## config.mk

```make
export PLATFORM = sky130hd
export DESIGN_NAME = sw_debounce
export DESIGN_NICKNAME = d
export VERILOG_FILES = /design/src/rtl/sw_debounce_pkg.sv /design/src/rtl/sync2.sv /design/src/rtl/sw_debounce.sv
export SDC_FILE = /design/constraint.sdc
export NUM_CORES = 1
export LEC_CHECK = 0
export ABC_AREA = 1
export BUFFER_PORTS_ARGS = -buffer_cell sky130_fd_sc_hd__buf_4
export CORE_MARGIN = 1
export CORE_UTILIZATION = 45
export DETAILED_ROUTE_END_ITERATION = 6
export SLEW_MARGIN = 15
export SYNTH_ARGS = -nofsm -noshare
export SYNTH_HDL_FRONTEND = slang
export SYNTH_SLANG_ARGS = --single-unit
```

## constraint.sdc

```tcl
create_clock -name sysclk -period 1.6 [get_ports sysclk]
set_input_delay 0.32 -clock sysclk [delete_from_list [all_inputs] [get_ports sysclk]]
set_output_delay 0.32 -clock sysclk [all_outputs]
set_load 0.05 [all_outputs]
```

## src/rtl/sw_debounce_pkg.sv

```systemverilog
// Shared types and defaults for the sw_debounce switch conditioner.
package sw_debounce_pkg;

  typedef enum logic [0:0] {
    STABLE = 1'b0,
    SETTLE = 1'b1
  } sw_db_state_t;

  localparam int unsigned SW_DB_DEFAULT_CYCLES = 32'd500000;
  localparam int unsigned SW_DB_DEFAULT_LONG   = 32'd50000000;

  // True when a switch level differs from the unpressed level.
  function automatic logic is_pressed(input logic lvl, input logic idle_lvl);
    return (lvl != idle_lvl);
  endfunction

endpackage

```

## src/rtl/sync2.sv

```systemverilog
// Generic two-flop synchronizer with a configurable reset value.
module sync2 #(
  parameter logic RST_VAL = 1'b0
) (
  input  logic clk_i,
  input  logic rst_i,
  input  logic d_i,
  output logic q_o
);

  logic s0_q;
  logic s1_q;

  // Two-stage metastability filter, synchronous active-high reset.
  always_ff @(posedge clk_i) begin
    if (rst_i) begin
      s0_q <= RST_VAL;
      s1_q <= RST_VAL;
    end else begin
      s0_q <= d_i;
      s1_q <= s0_q;
    end
  end

  assign q_o = s1_q;

endmodule

```

## src/rtl/sw_debounce.sv

```systemverilog
// Debounces one raw switch into a clean level plus press/release strobes.
// Optional long-press strobe is built only when SW_DEBOUNCE_LONGPRESS_EN is defined.
module sw_debounce
  import sw_debounce_pkg::*;
#(
  parameter int unsigned DEBOUNCE_CYCLES = SW_DB_DEFAULT_CYCLES,
  parameter logic        IDLE_LVL        = 1'b1,
  parameter int unsigned LONG_CYCLES     = SW_DB_DEFAULT_LONG
) (
  input  logic sysclk,
  input  logic rst,
  input  logic sw_i,
  output logic sw_o,
  output logic press_o,
  output logic release_o,
  output logic long_o
);

  localparam int unsigned CNT_W = $clog2(DEBOUNCE_CYCLES + 32'd1);
  localparam logic [CNT_W-1:0] CNT_LAST = CNT_W'(DEBOUNCE_CYCLES - 32'd1);

  if (DEBOUNCE_CYCLES < 32'd1) begin : g_bad_cycles
    $error("sw_debounce: DEBOUNCE_CYCLES must be >= 1");
  end
  if (LONG_CYCLES < 32'd1) begin : g_bad_long
    $error("sw_debounce: LONG_CYCLES must be >= 1");
  end

  logic             sw_s;
  logic             settle_done_s;
  sw_db_state_t     state_q;
  logic [CNT_W-1:0] cnt_q;
  logic             sw_q;
  logic             press_q;
  logic             release_q;

  sync2 #(
    .RST_VAL (IDLE_LVL)
  ) u_sync (
    .clk_i (sysclk),
    .rst_i (rst),
    .d_i   (sw_i),
    .q_o   (sw_s)
  );

  // The new level has been held long enough to be accepted on this edge.
  assign settle_done_s = (state_q == SETTLE) && (sw_s != sw_q) && (cnt_q == CNT_LAST);

  // Debounce FSM with registered level and strobes.
  always_ff @(posedge sysclk) begin
    if (rst) begin
      state_q   <= STABLE;
      cnt_q     <= {CNT_W{1'b0}};
      sw_q      <= IDLE_LVL;
      press_q   <= 1'b0;
      release_q <= 1'b0;
    end else begin
      press_q   <= 1'b0;
      release_q <= 1'b0;
      case (state_q)
        STABLE: begin
          if (sw_s != sw_q) begin
            state_q <= SETTLE;
            cnt_q   <= {CNT_W{1'b0}};
          end else begin
            state_q <= STABLE;
          end
        end
        SETTLE: begin
          if (sw_s == sw_q) begin
            state_q <= STABLE;
          end else if (settle_done_s) begin
            sw_q      <= sw_s;
            press_q   <= is_pressed(sw_s, IDLE_LVL);
            release_q <= ~is_pressed(sw_s, IDLE_LVL);
            state_q   <= STABLE;
          end else begin
            cnt_q <= cnt_q + CNT_W'(1);
          end
        end
        default: begin
          state_q <= STABLE;
          cnt_q   <= {CNT_W{1'b0}};
        end
      endcase
    end
  end

  assign sw_o      = sw_q;
  assign press_o   = press_q;
  assign release_o = release_q;

`ifdef SW_DEBOUNCE_LONGPRESS_EN
  localparam int unsigned LONG_W = $clog2(LONG_CYCLES + 32'd1);
  localparam logic [LONG_W-1:0] LONG_LAST = LONG_W'(LONG_CYCLES - 32'd1);
  localparam logic [LONG_W-1:0] LONG_SAT  = LONG_W'(LONG_CYCLES);

  logic              release_evt_s;
  logic [LONG_W-1:0] long_cnt_d;
  logic [LONG_W-1:0] long_cnt_q;
  logic              long_d;
  logic              long_q;

  assign release_evt_s = settle_done_s && ~is_pressed(sw_s, IDLE_LVL);

  // Held-press counter: zero while idle, saturates one past the firing point
  // so the strobe cannot repeat; a release on the firing edge wins.
  always_comb begin
    long_cnt_d = long_cnt_q;
    long_d     = 1'b0;
    if (!is_pressed(sw_q, IDLE_LVL)) begin
      long_cnt_d = {LONG_W{1'b0}};
    end else if (release_evt_s) begin
      long_cnt_d = {LONG_W{1'b0}};
    end else begin
      long_d = (long_cnt_q == LONG_LAST);
      if (long_cnt_q != LONG_SAT) begin
        long_cnt_d = long_cnt_q + LONG_W'(1);
      end else begin
        long_cnt_d = long_cnt_q;
      end
    end
  end

  // Long-press counter and strobe registers.
  always_ff @(posedge sysclk) begin
    if (rst) begin
      long_cnt_q <= {LONG_W{1'b0}};
      long_q     <= 1'b0;
    end else begin
      long_cnt_q <= long_cnt_d;
      long_q     <= long_d;
    end
  end

  assign long_o = long_q;
`else
  assign long_o = 1'b0;
`endif

endmodule

```

# Word level (Yosys, flattened, before mapping)
# Index checks and enable logic that the tools add are counted.
# word_totals
register_bits	25
latchBits	0
ram_bits	0
rom_bits	0
input_bits	3
out_inout_bits	4
elab_cells	31
memories	0
# classes
add_sub_neg	1
mul	0
div	0
magnitude_cmp	0
eq_ne	6
shifts	0
n_mux	8
bitwise_logic	4
n_reduce_logical	5
# ops
cell	count
$mux 19	3
$pmux 19 s2	1
$add 19x1->19 const B	1
$eq 19x19->1 const B	1
$ne 2x2->1 const B	3
$reduce_and 3->1	2
$not 1->1	4
$reduce_or 4->1	1
$mux 1	3
$logic_and 1x1->1	2
$pmux 1 s2	1
$eq 1x1->1	1
$ne 1x1->1	1

# Longest topological paths before layout
# depth
depth_word	6
depth_mapped	11
ltp_nobuf	11

# By module
# A second synthesis with hierarchy kept.
# unflattened
cells_unflattened	243
hier_area_um2	1495.2
# modules_own_cells
module	n_inst	cells_each	area_per_inst_um2	seq_area_each_um2
sw_debounce	1	236	1436.4	460.4
sync2	1	7	58.8	40.0

# Worst setup path after synthesis
# Ideal clock, no wire load.
# synth_timing
path_kind	register -> register
from	register sw_q, in the netlist sw_o
to	register sw_q, in the netlist sw_o
setup_time_ns	0.113
arrival_time_ns	1.444
required_time_ns	1.487
slack_ns	0.043
path_stages_with_launch	7
n_path_buf	0
period_less_slack_ns	1.557
cell_sequence	dfxtp_1 xor2_2 nand2_1 nor3_1 nand3_1 o21ai_1 inv_1
# synth_via
elab_chain_len	4
elab_cells_between_ends	6
classes_between	2 x eq/ne; 1 x bitwise; 3 x reduce/logical
# synth_rtl
item	line	text
start: declaration	sw_debounce.sv:33	logic sw_q;
start signal: assignment	sw_debounce.sv:73	sw_q <= sw_s;
$ne 1x1->1	sw_debounce.sv:47	assign settle_done_s = (state_q == SETTLE) && (sw_s != sw_q) && (cnt_q == CNT_LAST);
$logic_and 1x1->1 (2 in series)	sw_debounce.sv:47	
$reduce_and 3->1 (no line) (*)	-	
# Every way passes the cells marked *; elsewhere a longest branch is shown, timed or not.
# A chain may end at the register's enable or synchronous reset.

# Worst setup path in the final report
# layout_timing
from	register cnt_q[5]
to	register cnt_q[18]
# layout_via
elab_chain_len	4
elab_cells_between_ends	8
classes_between	1 x add/sub; 2 x eq/ne; 3 x mux; 2 x reduce/logical
# layout_rtl
item	line	text
start: declaration	sw_debounce.sv:32	logic [CNT_W-1:0] cnt_q;
start signal: assignment	sw_debounce.sv:53	cnt_q <= {CNT_W{1'b0}};
start signal: assignment	sw_debounce.sv:64	cnt_q <= {CNT_W{1'b0}};
start signal: assignment	sw_debounce.sv:78	cnt_q <= cnt_q + CNT_W'(1);
$add 19x1->19 / $eq 19x19->1 (equally long branches)	sw_debounce.sv:78, sw_debounce.sv:47	
$mux 19 / $logic_and 1x1->1 (equally long branches)	sw_debounce.sv:72, sw_debounce.sv:47	
$mux 19 / $ne 2x2->1 (equally long branches)	-	
$pmux 19 s2 / $reduce_and 3->1 (equally long branches)	-	
# Parallel ways exist; a longest one is shown, timed or not. The select of a mux whose other input is x is not followed.

==> flow_summary.json <==
{
  "status": "complete, no violations",
  "final-setup-viol-count": 0,
  "hold_class": "input port to register",
  "grt_pass1_vias": 1206,
  "finalCriticalPeriod_ns": 1.48,
  "layout.nets": 267,
  "timing.fmax_mhz": 678,
  "irDropWorstVdd_uv": 340,
  "multi_input_area_um2": 937,
  "drtIter0Drc": 99,
  "worstHoldStart": "sw_i",
  "netlist_area_um2": 1570,
  "dp_hpwl_um": 2680,
  "n_antenna_cell": 0,
  "final.fill_count": 363,
  "synth_cells": 248,
  "clockRootBuffer": "clkbuf_4",
  "cellLeakagePower_nw": 0.656,
  "die_w_um": 61.1,
  "ios": 7,
  "grt_antenna_before_repair": 0,
  "synthAdderAreaFrac_pct": 0.797,
  "required_ns": 1.81,
  "crit_arrival_ns": 1.69,
  "critical_path.max_stage_delay_ns": 0.46,
  "synth_cell_type_count": 28,
  "mostFrequentLayoutCell": "nand2_1",
  "seq_area_frac_synth_pct": 31.9,
  "num_rows": 21,
  "seqCellArea_um2": 508,
  "place_ws_ns": 0.0812,
  "startpoint_type": "register",
  "drc": 0,
  "num_vias": 1444,
  "dieHeight_um": 61.1,
  "p_total_uw": 948,
  "cts_hold_buf": 0,
  "power_density_nw_per_um2": 540,
  "cts_tree": "built",
  "cts_buffers": 3,
  "synth-compound-area-share_pct": 8.93,
  "critical_path_class": "register to register",
  "drv_cap": 0,
  "core_area_um2": 3340,
  "critPathLaunch": "cnt_q[5]$_SDFFE_PP0P_",
  "wl_per_cell_um": 11.1,
  "crit_top_cell": "nor2_1",
  "gr-total-overflow": 0,
  "skew_ns": 0.00239,
  "drive_gt1_share_pct": 21.4,
  "place_congestion": 0.856,
  "synth_mux_area_share_pct": 0,
  "grt_start_max_net_pins": 19,
  "syn_avg_cell_area_um2": 6.33,
  "drt-total-wl_um": 3410,
  "start_util_pct": 47.0,
  "hold_violations": 0,
  "htreeDepth": 1,
  "ant_nets": 0,
  "final_cell_mix": "69 x nand2_1, 57 x nor2_1, 23 x inv_1",
  "synth_top_family_by_area": "simple AND/OR/NAND/NOR gates",
  "cp-end-kind": "register",
  "viasPerCell": 4.69,
  "clkSinkCount": 25,
  "ys_warn_count": 0,
  "cp_max_fo": 5,
  "synth-simple-area-share_pct": 43.6,
  "io_buffers": 5,
  "path_buf_inv": 0,
  "grt_pass1_wl_um": 5600,
  "syn_to_final_growth_pct": 11.9,
  "path_cells": "nand2_1, nor2_1, nand2_1, nor2_1, nand3_1, nand2_1, nor2_1, nor2_1, nor2_1",
  "cts.clk_slew.worst_paths_ns": 0.13,
  "critical_path.slowest_cell": "dfxtp_1",
  "slew_viol_final": 0,
  "cts_buffer_depth": 2,
  "layout_setup_ws_ns": 0.124,
  "crit_family": "simple AND/OR/NAND/NOR gates",
  "period_share_pct": 92.2,
  "synth_fp_nets": 252,
  "r2r_start": "cnt_q[5]$_SDFFE_PP0P_",
  "synth-xor-area-share_pct": 5.50,
  "clock_latency_ns": 0.31,
  "ys_ff_latch": 25,
  "grtUsageTotal_pct": 20.5,
  "die_area_um2": 3730,
  "dr.pass1.iters": 4
}
through the flow:
step                      hold slack, ns  utilization, %  std cells  cell area [um^2]  setup TNS [ns]
after floorplan                    0.389               -        248              1570               0
after global placement             0.391            51.3        304              1710               0
after detailed placement           0.394            51.3        304              1710               0
after CTS                          0.168            52.1        308              1740               0
after global routing               0.155            52.6        308              1760         -0.0962
final                              0.183            52.6        308              1760               0
path summary, 6_finish.rpt:
| check | to | slack (ns) | cells after the start |
|---|---|---|---|
| setup / recovery | cnt_q[18]$_SDFFE_PP0P_ | 0.12 | 9 |
| hold / removal | u_sync.s0_q$_SDFF_PP1_ | 0.18 | 2 |
| setup reg to reg | cnt_q[18]$_SDFFE_PP0P_ | 0.12 | 9 |
| hold reg to reg | u_sync.q_o$_SDFF_PP1_ | 0.42 | 1 |
registers in the layout (all words and copies together) (netlist names):
register     flops
u_sync.q_o       1
cnt_q           19
press_o          1
state_q          1
release_o        1
sw_o             1
u_sync.s0_q      1
report_power, final:
part	switching [mW]	internal, mW	leakage [nW]
logic	0.0310	0.0133	0.436
clock network	0.178	0.0973	0.0150
registers	0.00326	0.625	0.205
total	0.212	0.736	0.656
routing by layer:
metal | GRT usage, % | vias to the layer above | share of wire (%)
met3 | 3.78 | 2 | 3.8
met2 | 31.8 | 23 | 44
met5 | 0 | - | 0
met4 | 3.90 | 0 | 0.62
li1 | - | 789 | -
met1 | 29.8 | 630 | 51
cell families after synthesis:
| family | after synthesis |
|---|---|
| adders and majority gates | 1 |
| AOI/OAI and AO/OA | 20 |
| DFF | 25 |
| and+or+nand+nor | 160 |
| xor gates and xnor gates | 9 |
| buffers and inverters | 32 |
| other | 1 |
layout make-up:
class,instances,area share (%)
multi-input cells,191,53.4
flip-flops and latches,25,28.9
repair buffers,15,7.13
inverters,27,5.77
well taps,46,3.28
clock buffers,4,1.50
Yosys cell counts:
library cell | instances | share of area [%]
nor2_1 | 57 | 14
conb_1 | 1 | 0.24
nand3_1 | 12 | 3.8
nand3b_1 | 2 | 0.96
inv_1 | 23 | 5.5
o21ai_0 | 4 | 1.3
buf_2 | 1 | 0.32
xnor2_1 | 4 | 2.2
or2_2 | 2 | 0.80
buf_4 | 1 | 0.48
dfxtp_1 | 25 | 32
nand2_2 | 7 | 2.8
nor2_2 | 4 | 1.6
nor3_1 | 1 | 0.32
inv_2 | 4 | 0.96
buf_12 | 1 | 1.3
nand2_4 | 1 | 0.72
xor2_2 | 1 | 1.0
ha_1 | 1 | 0.80
a21oi_1 | 4 | 1.3
nand3_2 | 2 | 1.3
nand2_1 | 69 | 17
a21oi_2 | 10 | 5.6
clkbuf_1 | 2 | 0.48
o21ai_1 | 1 | 0.32
nand4_1 | 3 | 1.2
xor2_1 | 4 | 2.2
o21bai_1 | 1 | 0.48
what timing repair did:
| action | in CTS | in global routing |
|---|---|---|
| setup endpoints to repair | 0 | 17 |
| buffers inserted | 0 | 0 |
| gates resized for setup | 0 | 8 |
No activity file was read; power rests on OpenSTA's default activity.
